[src/rtl/pwm_multi.sv]
// Multi-channel PWM generator with shared prescaler/counter and shadowed,
// boundary-synchronised period/duty updates.
// Ports: clk, rst (sync, active-high), en, prescale[15:0], load,
//        period[WIDTH-1:0], duty[CHANNELS*WIDTH-1:0],
//        pwm_out[CHANNELS-1:0], period_end.
module pwm_multi #(
  parameter int WIDTH      = 8,
  parameter int CHANNELS   = 4,
  parameter int ACTIVE_LOW = 1
) (
  input  logic                      clk,
  input  logic                      rst,
  input  logic                      en,
  input  logic [15:0]               prescale,
  input  logic                      load,
  input  logic [WIDTH-1:0]          period,
  input  logic [CHANNELS*WIDTH-1:0] duty,
  output logic [CHANNELS-1:0]       pwm_out,
  output logic                      period_end
);

  localparam logic ACT_LVL = (ACTIVE_LOW != 0) ? 1'b0 : 1'b1;

  logic [15:0]               pre_cnt;
  logic [WIDTH-1:0]          cnt;
  logic [WIDTH-1:0]          period_act;
  logic [WIDTH-1:0]          period_sh;
  logic [CHANNELS*WIDTH-1:0] duty_act;
  logic [CHANNELS*WIDTH-1:0] duty_sh;
  logic                      pending;

  logic                      tick;
  logic                      boundary;
  logic [CHANNELS-1:0]       cmp;

  assign tick     = en && (pre_cnt == prescale);
  assign boundary = tick && (cnt == period_act);

  always_comb begin
    cmp = '0;
    for (int i = 0; i < CHANNELS; i++) begin
      cmp[i] = cnt < duty_act[i*WIDTH +: WIDTH];
    end
  end

  // Prescaler, counter and registered outputs
  always_ff @(posedge clk) begin
    if (rst) begin
      pre_cnt    <= '0;
      cnt        <= '0;
      pwm_out    <= {CHANNELS{~ACT_LVL}};
      period_end <= 1'b0;
    end else if (!en) begin
      pre_cnt    <= '0;
      cnt        <= '0;
      pwm_out    <= {CHANNELS{~ACT_LVL}};
      period_end <= 1'b0;
    end else begin
      pre_cnt    <= tick ? 16'd0 : pre_cnt + 16'd1;
      if (tick) begin
        cnt <= boundary ? '0 : cnt + WIDTH'(1);
      end
      pwm_out    <= ACT_LVL ? cmp : ~cmp;
      period_end <= boundary;
    end
  end

  // Shadow/active registers: a load takes effect immediately when the
  // counter is idle or at a boundary, otherwise it waits for the next one.
  always_ff @(posedge clk) begin
    if (rst) begin
      period_act <= '1;
      duty_act   <= '0;
      period_sh  <= '0;
      duty_sh    <= '0;
      pending    <= 1'b0;
    end else if (load) begin
      period_sh <= period;
      duty_sh   <= duty;
      if (!en || boundary) begin
        period_act <= period;
        duty_act   <= duty;
        pending    <= 1'b0;
      end else begin
        pending <= 1'b1;
      end
    end else if (boundary && pending) begin
      period_act <= period_sh;
      duty_act   <= duty_sh;
      pending    <= 1'b0;
    end
  end

endmodule

[config.mk]
export PLATFORM = sky130hd
export DESIGN_NAME = pwm_multi
export DESIGN_NICKNAME = d
export VERILOG_FILES = /design/src/rtl/pwm_multi.sv
export SDC_FILE = /design/constraint.sdc
export NUM_CORES = 1
export LEC_CHECK = 0
export CORE_ASPECT_RATIO = 0.5
export CORE_MARGIN = 1
export CORE_UTILIZATION = 50
export CTS_CLUSTER_SIZE = 20
export DETAILED_ROUTE_END_ITERATION = 6
export GPL_ROUTABILITY_DRIVEN = 0
export PLACE_DENSITY = 0.76
export SETUP_SLACK_MARGIN = 0.4
export SLEW_MARGIN = 25
export SYNTH_ARGS = -nofsm -noshare
export SYNTH_HDL_FRONTEND = slang
export SYNTH_SLANG_ARGS = --single-unit
[constraint.sdc]
create_clock -name clk -period 2.12 [get_ports clk]
set_input_delay 0.212 -clock clk [delete_from_list [all_inputs] [get_ports clk]]
set_output_delay 0.212 -clock clk [all_outputs]
set_load 0.01 [all_outputs]
After elaboration in Yosys (flattened, before gate mapping). Cells that the tools add are included.

Eq/ne operators: 3. Order comparisons: 4. Add/subtract/negate cells: 2. Reduce and logical (&&, ||, !) cells: 9. Mux-type cells: 10. Bitwise gates (word level): 2.

Operators by type and width (count): $mux 32 (3); $lt 8x8->1 (4); $mux 8 (4); $add 16x1->16 const B (1); $eq 16x16->1 (1); $add 8x1->8 const B (1); $eq 8x8->1 (1); $not 4->4 (1); $logic_and 1x1->1 (3); $mux 1 (3); $reduce_or 3->1 (1); $ne 2x1->1 const B (1); $reduce_and 2->1 (1); $reduce_bool 2->1 (1); $reduce_or 2->1 (1); $logic_not 1->1 (1); $logic_or 1x1->1 (1); $not 1->1 (1).

Input port bits: 60. Flip-flop bits (word level): 110. Output and inout port bits: 5. Logic and storage cells: 39.

Longest topological paths before layout. Gate-level depths: netlist of run 1.

Depth after elaboration: 6. Depth in mapped cells: 8. Gate-level depth less buffers: 7.

Least setup slack after synthesis of run 1. No wires, ideal clock.

Path kind: register to register. Start point: register pre_cnt[7]. End point: register duty_act[15]. Library setup time: 0.146 ns. Data required time: 1.974 ns. Arrival time: 1.841 ns. Cell stages (with the launch flop): 8. Path buffers: 2. Path slack: 0.133 ns. Path through: dfxtp_1 buf_2 xor2_1 nor4_2 nand4_1 o31ai_4 buf_2 a211oi_2.

Longest elaborated chain between the ends: 6.

RTL lines: start: declaration (line 24) `logic [15:0] pre_cnt;`; start signal: assignment (line 59) `pre_cnt <= tick ? 16'd0 : pre_cnt + 16'd1;`; $eq 16x16->1 * (line 36) `assign tick = en && (pre_cnt == prescale);`; $logic_and 1x1->1 * (line 36); $logic_and 1x1->1 * (line 37) `assign boundary = tick && (cnt == period_act);`; $logic_or 1x1->1 or $logic_and 1x1->1 (tied branches) (line 80, 87); $ne 2x1->1 (no line) or $reduce_bool 2->1 (tied branches); $reduce_and 2->1 (no line) *; end signal: assignment (line 82) `duty_act <= duty;`; end signal: assignment (line 89) `duty_act <= duty_sh;`; end: declaration (line 28) `logic [CHANNELS*WIDTH-1:0] duty_act;`.

Mark *: on every way between the ends. The rest lies on a longest branch, timed or not. A chain may end at the register's enable or synchronous reset.

Final worst setup path of run 1.
Start point: register pre_cnt[10]. End point: register duty_act[10].

Same word-level chain as after synthesis.

==> run_results.csv, run 1 <==
group,metric,value,unit
run_status,outcome,"finished clean",
logic_synthesis,synthAdderAreaFrac,7.43,%
floorplanning,initial_core_util,52.5,%
detailed_routing,wire_per_inst,14.5,um
critical_path,r2r_setup_slack,4,ps
logic_synthesis,synth_top_cell_by_area,"dfxtp_1",
timing,period_share,99.8,%
critical_path,crit_arrival,2390,ps
timing,fmax,473,MHz
timing,hold_violations,0,
hold_path,hold_depth,2,
floorplanning,die_h,73.1,um
clock_network,cts_made_buffers,9,
detailed_routing,viasPerCell,5.17,
detailed_routing,top_layer_used,"met4",
clock_network,clk_path_buf_depth,2,
detailed_routing,dr_wl_met2,5320,um
critical_path,worstSetupPathType,"register to register",
global_route,overflow,0,
pwr,power.internal,3.48,mW
floorplanning,rows,25,
critical_path,reg2reg_depth,9,
placement,port_buffers,64,
layout,area_delta_synth_final,37.5,%
pwr,p_leak,2.80,nW
timing,setup_viol,0,
critical_path,reg2reg_from,"pre_cnt[10]",
logic_synthesis,synthFlopType,"dfxtp_1",
logic_synthesis,ys_seq_elements,110,
timing,worst_slack,4.20,ps
detailed_routing,vias,3944,
layout,nets,713,
critical_path,cp.required,2390,ps
logic_synthesis,ys_seq_area_share,43.6,%
pwr,pwr-share-clk,36.9,%
critical_path,endpoint_kind,"register",
global_route,track_usage,21.0,%
critical_path,worstReg2RegEnd,"duty_act[10]",
clock_network,clock-root-buffer,"clkbuf_16",
critical_path,crit_chain,"xor2_2 > nor4_2 > nand4_1 > o31ai_4 > buf_4 > clkbuf_16 > buf_12 > nor2_1 > a211oi_2",
logic_synthesis,synth_top_family_by_area,"simple AND/OR/NAND/NOR gates",
logic_synthesis,yosysMostFrequentCell,"dfxtp_1",
logic_synthesis,netlist.area_leader.share,43.6,%
logic_synthesis,synthCells,516,
pwr,swShare,23.9,%
logic_synthesis,synth_enable_flop_cells,0,
detailed_routing,drt-pass1-iter-count,5,
timing,worst_slew_pin_slew,486,ps
timing,relSlewSlack,67.6,%
pwr,ir_drop,416,uV
pwr,comb_power_share,14.5,%
floorplanning,die_w,144,um
critical_path,worst-path-buf-inv,3,
logic_synthesis,synth_compound_area_share,13.0,%
logic_synthesis,netlist_top_cells_count,"110 x dfxtp_1, 101 x nor2_1, 41 x mux2i_1",
clock_network,insertion_delay,350,ps
clock_network,clock_sinks,110,
pwr,share_seq_of_total_power,48.6,%
logic_synthesis,synth_cell_types,33,
timing,rsz0062_at_grt,"true",
critical_path,cp_top_family,"simple AND/OR/NAND/NOR gates",
global_route,grt_pass1_wl,17000,um
clock_network,cts.clk_slew.worst_paths,70,ps
detailed_routing,drtAntennaViolNets,0,
hold_path,min_from,"rst",
clock_network,htree_num_levels,3,
timing,fin_skew,5.96,ps
logic_synthesis,yosys_warnings,0,
global_route,grt_pass1_vias,3752,
critical_path,cp_max_fo,14,
logic_synthesis,avgSynthCellArea,9.79,um2
timing,final.min_clock_period,2120,ps
placement,place_ws,-276,ps
global_route,grt_max_degree,37,
logic_synthesis,synthSimpleGateAreaFrac,14.9,%
hold_path,hold_path_class,"input pin to register",
job,maxCapViolCount,0,
detailed_routing,wl_met1,5030,um
floorplanning,ios,65,
logic_synthesis,synth_xor_area_share,7.80,%
logic_synthesis,syn_nets,606,
clock_network,cts_tree,"built",
detailed_routing,wl,11100,um
logic_synthesis,mappedNetlistArea,5050,um2
logic_synthesis,synth_mux_area_share,8.12,%
detailed_routing,drc,0,
layout,fill_cells,712,
logic_synthesis,synth.area.top_cells,"dfxtp_1 44%, mux2i_1 8.1%, a211oi_2 7.9%, nor2_1 7.5%, ha_1 7.4%",
pwr,power_density,658,nW/um2
critical_path,slowest_delay,360,ps
timing,fin_hold_ws,216,ps
placement,hpwl,7310,um
layout,drive_gt1_share,25.5,%
critical_path,start_kind,"register",
critical_path,cpMaxStageDelayCell,"dfxtp_4",
detailed_routing,drt_iter0_markers,171,
floorplanning,core_area,9630,um2
clock_network,hold_buffers,0,
logic_synthesis,synthArstFlopShare,0,%
layout,diodes,0,
hold_path,hold_end,"duty_sh[18]",
pwr,switchingPower,1.09,mW
detailed_routing,met3_length,599,um
timing,slew_violations,0,
floorplanning,die_area,10500,um2
global_route,antenna_found_initial,0,
==> sequential cells by signal (all words and copies together) (netlist names) <==
register	flops
pre_cnt	16
period_end	1
period_sh	8
pending	1
period_act	8
pwm_out	4
duty_sh	32
cnt	8
duty_act	32
==> power by group through the flow <==
stage	clock network (mW)	registers [mW]	logic [mW]
after floorplan	0	2.26	0.339
after global placement	0	2.26	0.549
after detailed placement	0	2.26	0.564
after CTS	1.71	2.22	0.586
after global routing	1.81	2.23	0.722
final	1.68	2.22	0.663
==> cells in the final DEF (no fill, tap or decap), types with 21 or more instances in the layout <==
cell type	n
buf_4	38
clkdlybuf4s50_1	61
nor2_1	70
inv_1	30
xor2_1	36
a211oi_2	36
nor2_4	21
dfxtp_1	105
mux2i_1	41
ha_1	30
==> worst max path at each step <==
stage / from / endpoint / slack (ps) / cells past startpoint
final: pre_cnt[10] / duty_act[10] / 4 / 9
after global routing: pre_cnt[10] / period_act[2] / -110 / 9
after detailed placement: prescale[2] / duty_act[11] / -280 / 9
after CTS: pre_cnt[13] / duty_act[30] / 90 / 8
after floorplan: pre_cnt[7] / period_act[0] / 200 / 7
after global placement: prescale[2] / duty_act[1] / -160 / 9
==> logic make-up (layout without fill, tap and decap cells) <==
| group | after synthesis | count (layout) |
|---|---|---|
| AND/OR/NAND/NOR | 164 | 164 |
| flip-flops | 110 | 110 |
| AO/OA/AOI/OAI | 67 | 67 |
| buffers and inverters | 59 | 171 |
| XOR/XNOR | 45 | 45 |
| multiplexers | 41 | 41 |
| adder cells (fa/ha/maj) | 30 | 30 |
==> layout make-up <==
type | instances | area (um2) | area share [%]
Clock buffer | 11 | 243 | 3.49
Sequential cell | 110 | 2210 | 31.8
Clock inverter | 5 | 58.8 | 0.846
Tap cell | 135 | 169 | 2.43
Multi-Input combinational cell | 347 | 2850 | 40.9
Inverter | 30 | 113 | 1.62
Timing Repair Buffer | 125 | 1310 | 18.9
==> metal layers <==
layer  GRT usage [%]  up-vias
li1                -     1996
met1            25.9     1861
met2            36.2       74
met3            5.64       13
met4            6.08        0
met5               0        -
==> metrics by stage <==
step / TNS [ps] / power [mW] / cells / utilization [%] / area [um2]
6_report: 0 / 4.57 / 763 / 72.1 / 6950
5_1_grt: -2320 / 4.76 / 763 / 72.1 / 6950
4_1_cts: 0 / 4.52 / 746 / 67.7 / 6530
3_5_place_dp: -9100 / 2.83 / 726 / 63.1 / 6080
3_3_place_gp: -5410 / 2.81 / 726 / 63.1 / 6080
2_1_floorplan: 0 / 2.60 / 516 / - / 5080
==> what timing repair did <==
item,in CTS,in global routing
pin swaps,17,19
cloned,1,4
setup endpoints to repair,68,68
buffers inserted,3,13
endpoints found under the hold margin,0,0
resized for setup,25,65
(Power assumes the default switching activity.)
==> run 2: changes to the inputs <==
Settings changed: HOLD_SLACK_MARGIN from default to 0.15, PLACE_DENSITY 0.76 to 0.74.
==> run 2 against run 1 <==
  * Die area did not move
  * First-iteration DRC count decreased by 12%
  * Register-to-register slack gained 40 ps
  * Clock skew increased by 3.7 ps
  * Global-route usage is 1.1 points higher
  * Critical endpoint is now period_act[1]
  * Highest routed layer unchanged
==> run_results.csv, run 2 (synthesis results as in run 1) <==
group,metric,value,unit
hold_path,hold_path_class,"input pin to register",
placement,hpwl,6890,um
timing,rsz0062_at_grt,"true",
detailed_routing,vias,3947,
timing,period_share,97.8,%
critical_path,crit_arrival,2300,ps
global_route,grt_max_degree,37,
layout,final_common_cell,"dfxtp_1",
detailed_routing,wl,11800,um
hold_path,min_from,"rst",
detailed_routing,drtAntennaViolNets,0,
layout,finish.utilization,71.3,%
global_route,grt_pass1_vias,3670,
timing,setup_viol,0,
timing,fmax,483,MHz
timing,slew_violations,0,
critical_path,reg2reg_from,"pre_cnt[13]",
job,maxCapViolCount,0,
critical_path,cp.required,2340,ps
floorplanning,core_area,9630,um2
floorplanning,die_area,10500,um2
layout,drive_gt1_share,22.6,%
critical_path,endpoint_kind,"register",
layout,reg_top3,"duty_act (32), duty_sh (32), pre_cnt (16)",
critical_path,cp_max_fo,5,
timing,worst_slew_pin_slew,475,ps
clock_network,clk_path_buf_depth,2,
clock_network,cts.clk_slew.worst_paths,70,ps
timing,fin_skew,9.70,ps
timing,final.min_clock_period,2070,ps
detailed_routing,drt_iter0_markers,151,
global_route,overflow,0,
placement,place_ws,-270,ps
global_route,track_usage,22.1,%
critical_path,cpMaxStageDelayCell,"dfxtp_2",
detailed_routing,drc,0,
timing,tns,0,ps
clock_network,clock_sinks,110,
pwr,p_leak,2.77,nW
layout,area_delta_synth_final,35.9,%
timing,relSlewSlack,68.4,%
floorplanning,ios,65,
layout,design_area,6870,um2
layout,nets,699,
timing,fin_hold_ws,236,ps
layout,fin_cells,749,
floorplanning,die_w,144,um
clock_network,clock-root-buffer,"clkbuf_16",
floorplanning,rows,25,
pwr,power,4.60,mW
critical_path,worstSetupPathType,"register to register",
floorplanning,initial_core_util,52.5,%
clock_network,insertion_delay,350,ps
detailed_routing,drt-pass1-iter-count,5,
floorplanning,die_h,73.1,um
layout,diodes,0,
pwr,ir_drop,457,uV
detailed_routing,wire_per_inst,15.8,um
placement,dp_cells,711,
pwr,power_density,670,nW/um2
clock_network,htree_num_levels,3,
layout,fill_cells,748,
detailed_routing,viasPerCell,5.27,
placement,port_buffers,64,
placement,postPlaceCellArea,5940,um2
clock_network,cts_made_buffers,9,
clock_network,cts_tree,"built",
timing,hold_violations,0,
timing,worst_slack,47.7,ps
critical_path,start_kind,"register",
global_route,antenna_found_initial,0,
critical_path,startpoint,"pre_cnt[13]",
critical_path,slowest_delay,340,ps
critical_path,crit_chain,"xor2_1 > nor4_2 > nand4_1 > o31ai_4 > buf_6 > buf_12 > clkbuf_16 > a31oi_1",
layout,regArea,2220,um2
layout,final_cell_mix,"100 x dfxtp_1, 82 x nor2_1, 61 x clkdlybuf4s50_1",
layout,multi_input_area,2780,um2
run_status,outcome,"finished clean",
global_route,grt_pass1_wl,17700,um
## run 2: cell types whose count changed in the layout (fill, tap and decap cells not counted), sizes merged
| cell | delta |
|---|---|
| clkinv | +2 |
| clkinvlp | -2 |
| clkbuf | +1 |
| buf | -15 |
## run 2: where the power goes
group	leakage, nW	total [mW]	switching (mW)	internal, mW
clock	0.155	1.72	0.742	0.981
sequential	0.909	2.22	0.0466	2.17
combinational	1.70	0.663	0.310	0.352
## run 2: critical path: cells and delay by family (launching register included)
kind,cells,cell delay (ps)
AOI/OAI and AO/OA,2,350
and+or+nand+nor,2,570
DFF,1,340
xor gates and xnor gates,1,180
buffers and inverters,3,510
## run 2: metal layers
layer,up-vias,global-route usage [%],share of wire (%)
li1,1978,-,-
met1,1864,28.3,46
met2,97,37.3,47
met3,8,6.10,6.4
met4,0,4.80,0.71
met5,-,0,0
## run 2: final timing paths
kind         depth (start not counted)             to  slack, ps
min                                  2     duty_sh[9]        240
max reg2reg                          8  period_act[1]         50
min reg2reg                          1     pre_cnt[0]        470
max                                  8  period_act[1]         50
## run 2: timing repair
item                       4_1_cts  5_1_grt
hold buffers                     0        0
resized for setup               23       44
setup endpoints to repair       68       68
pin swaps                        6       37
setup buffers                    5        4
gates cloned                     6        7
## run 2: area by class of cell
| cell class | count | area share (%) |
|---|---|---|
| Multi-Input combinational cell | 347 | 40.4 |
| Inverter | 30 | 1.64 |
| Sequential cell | 110 | 32.3 |
| Clock buffer | 11 | 3.68 |
| Clock inverter | 5 | 0.838 |
| Timing Repair Buffer | 111 | 18.7 |
| Tap cell | 135 | 2.46 |
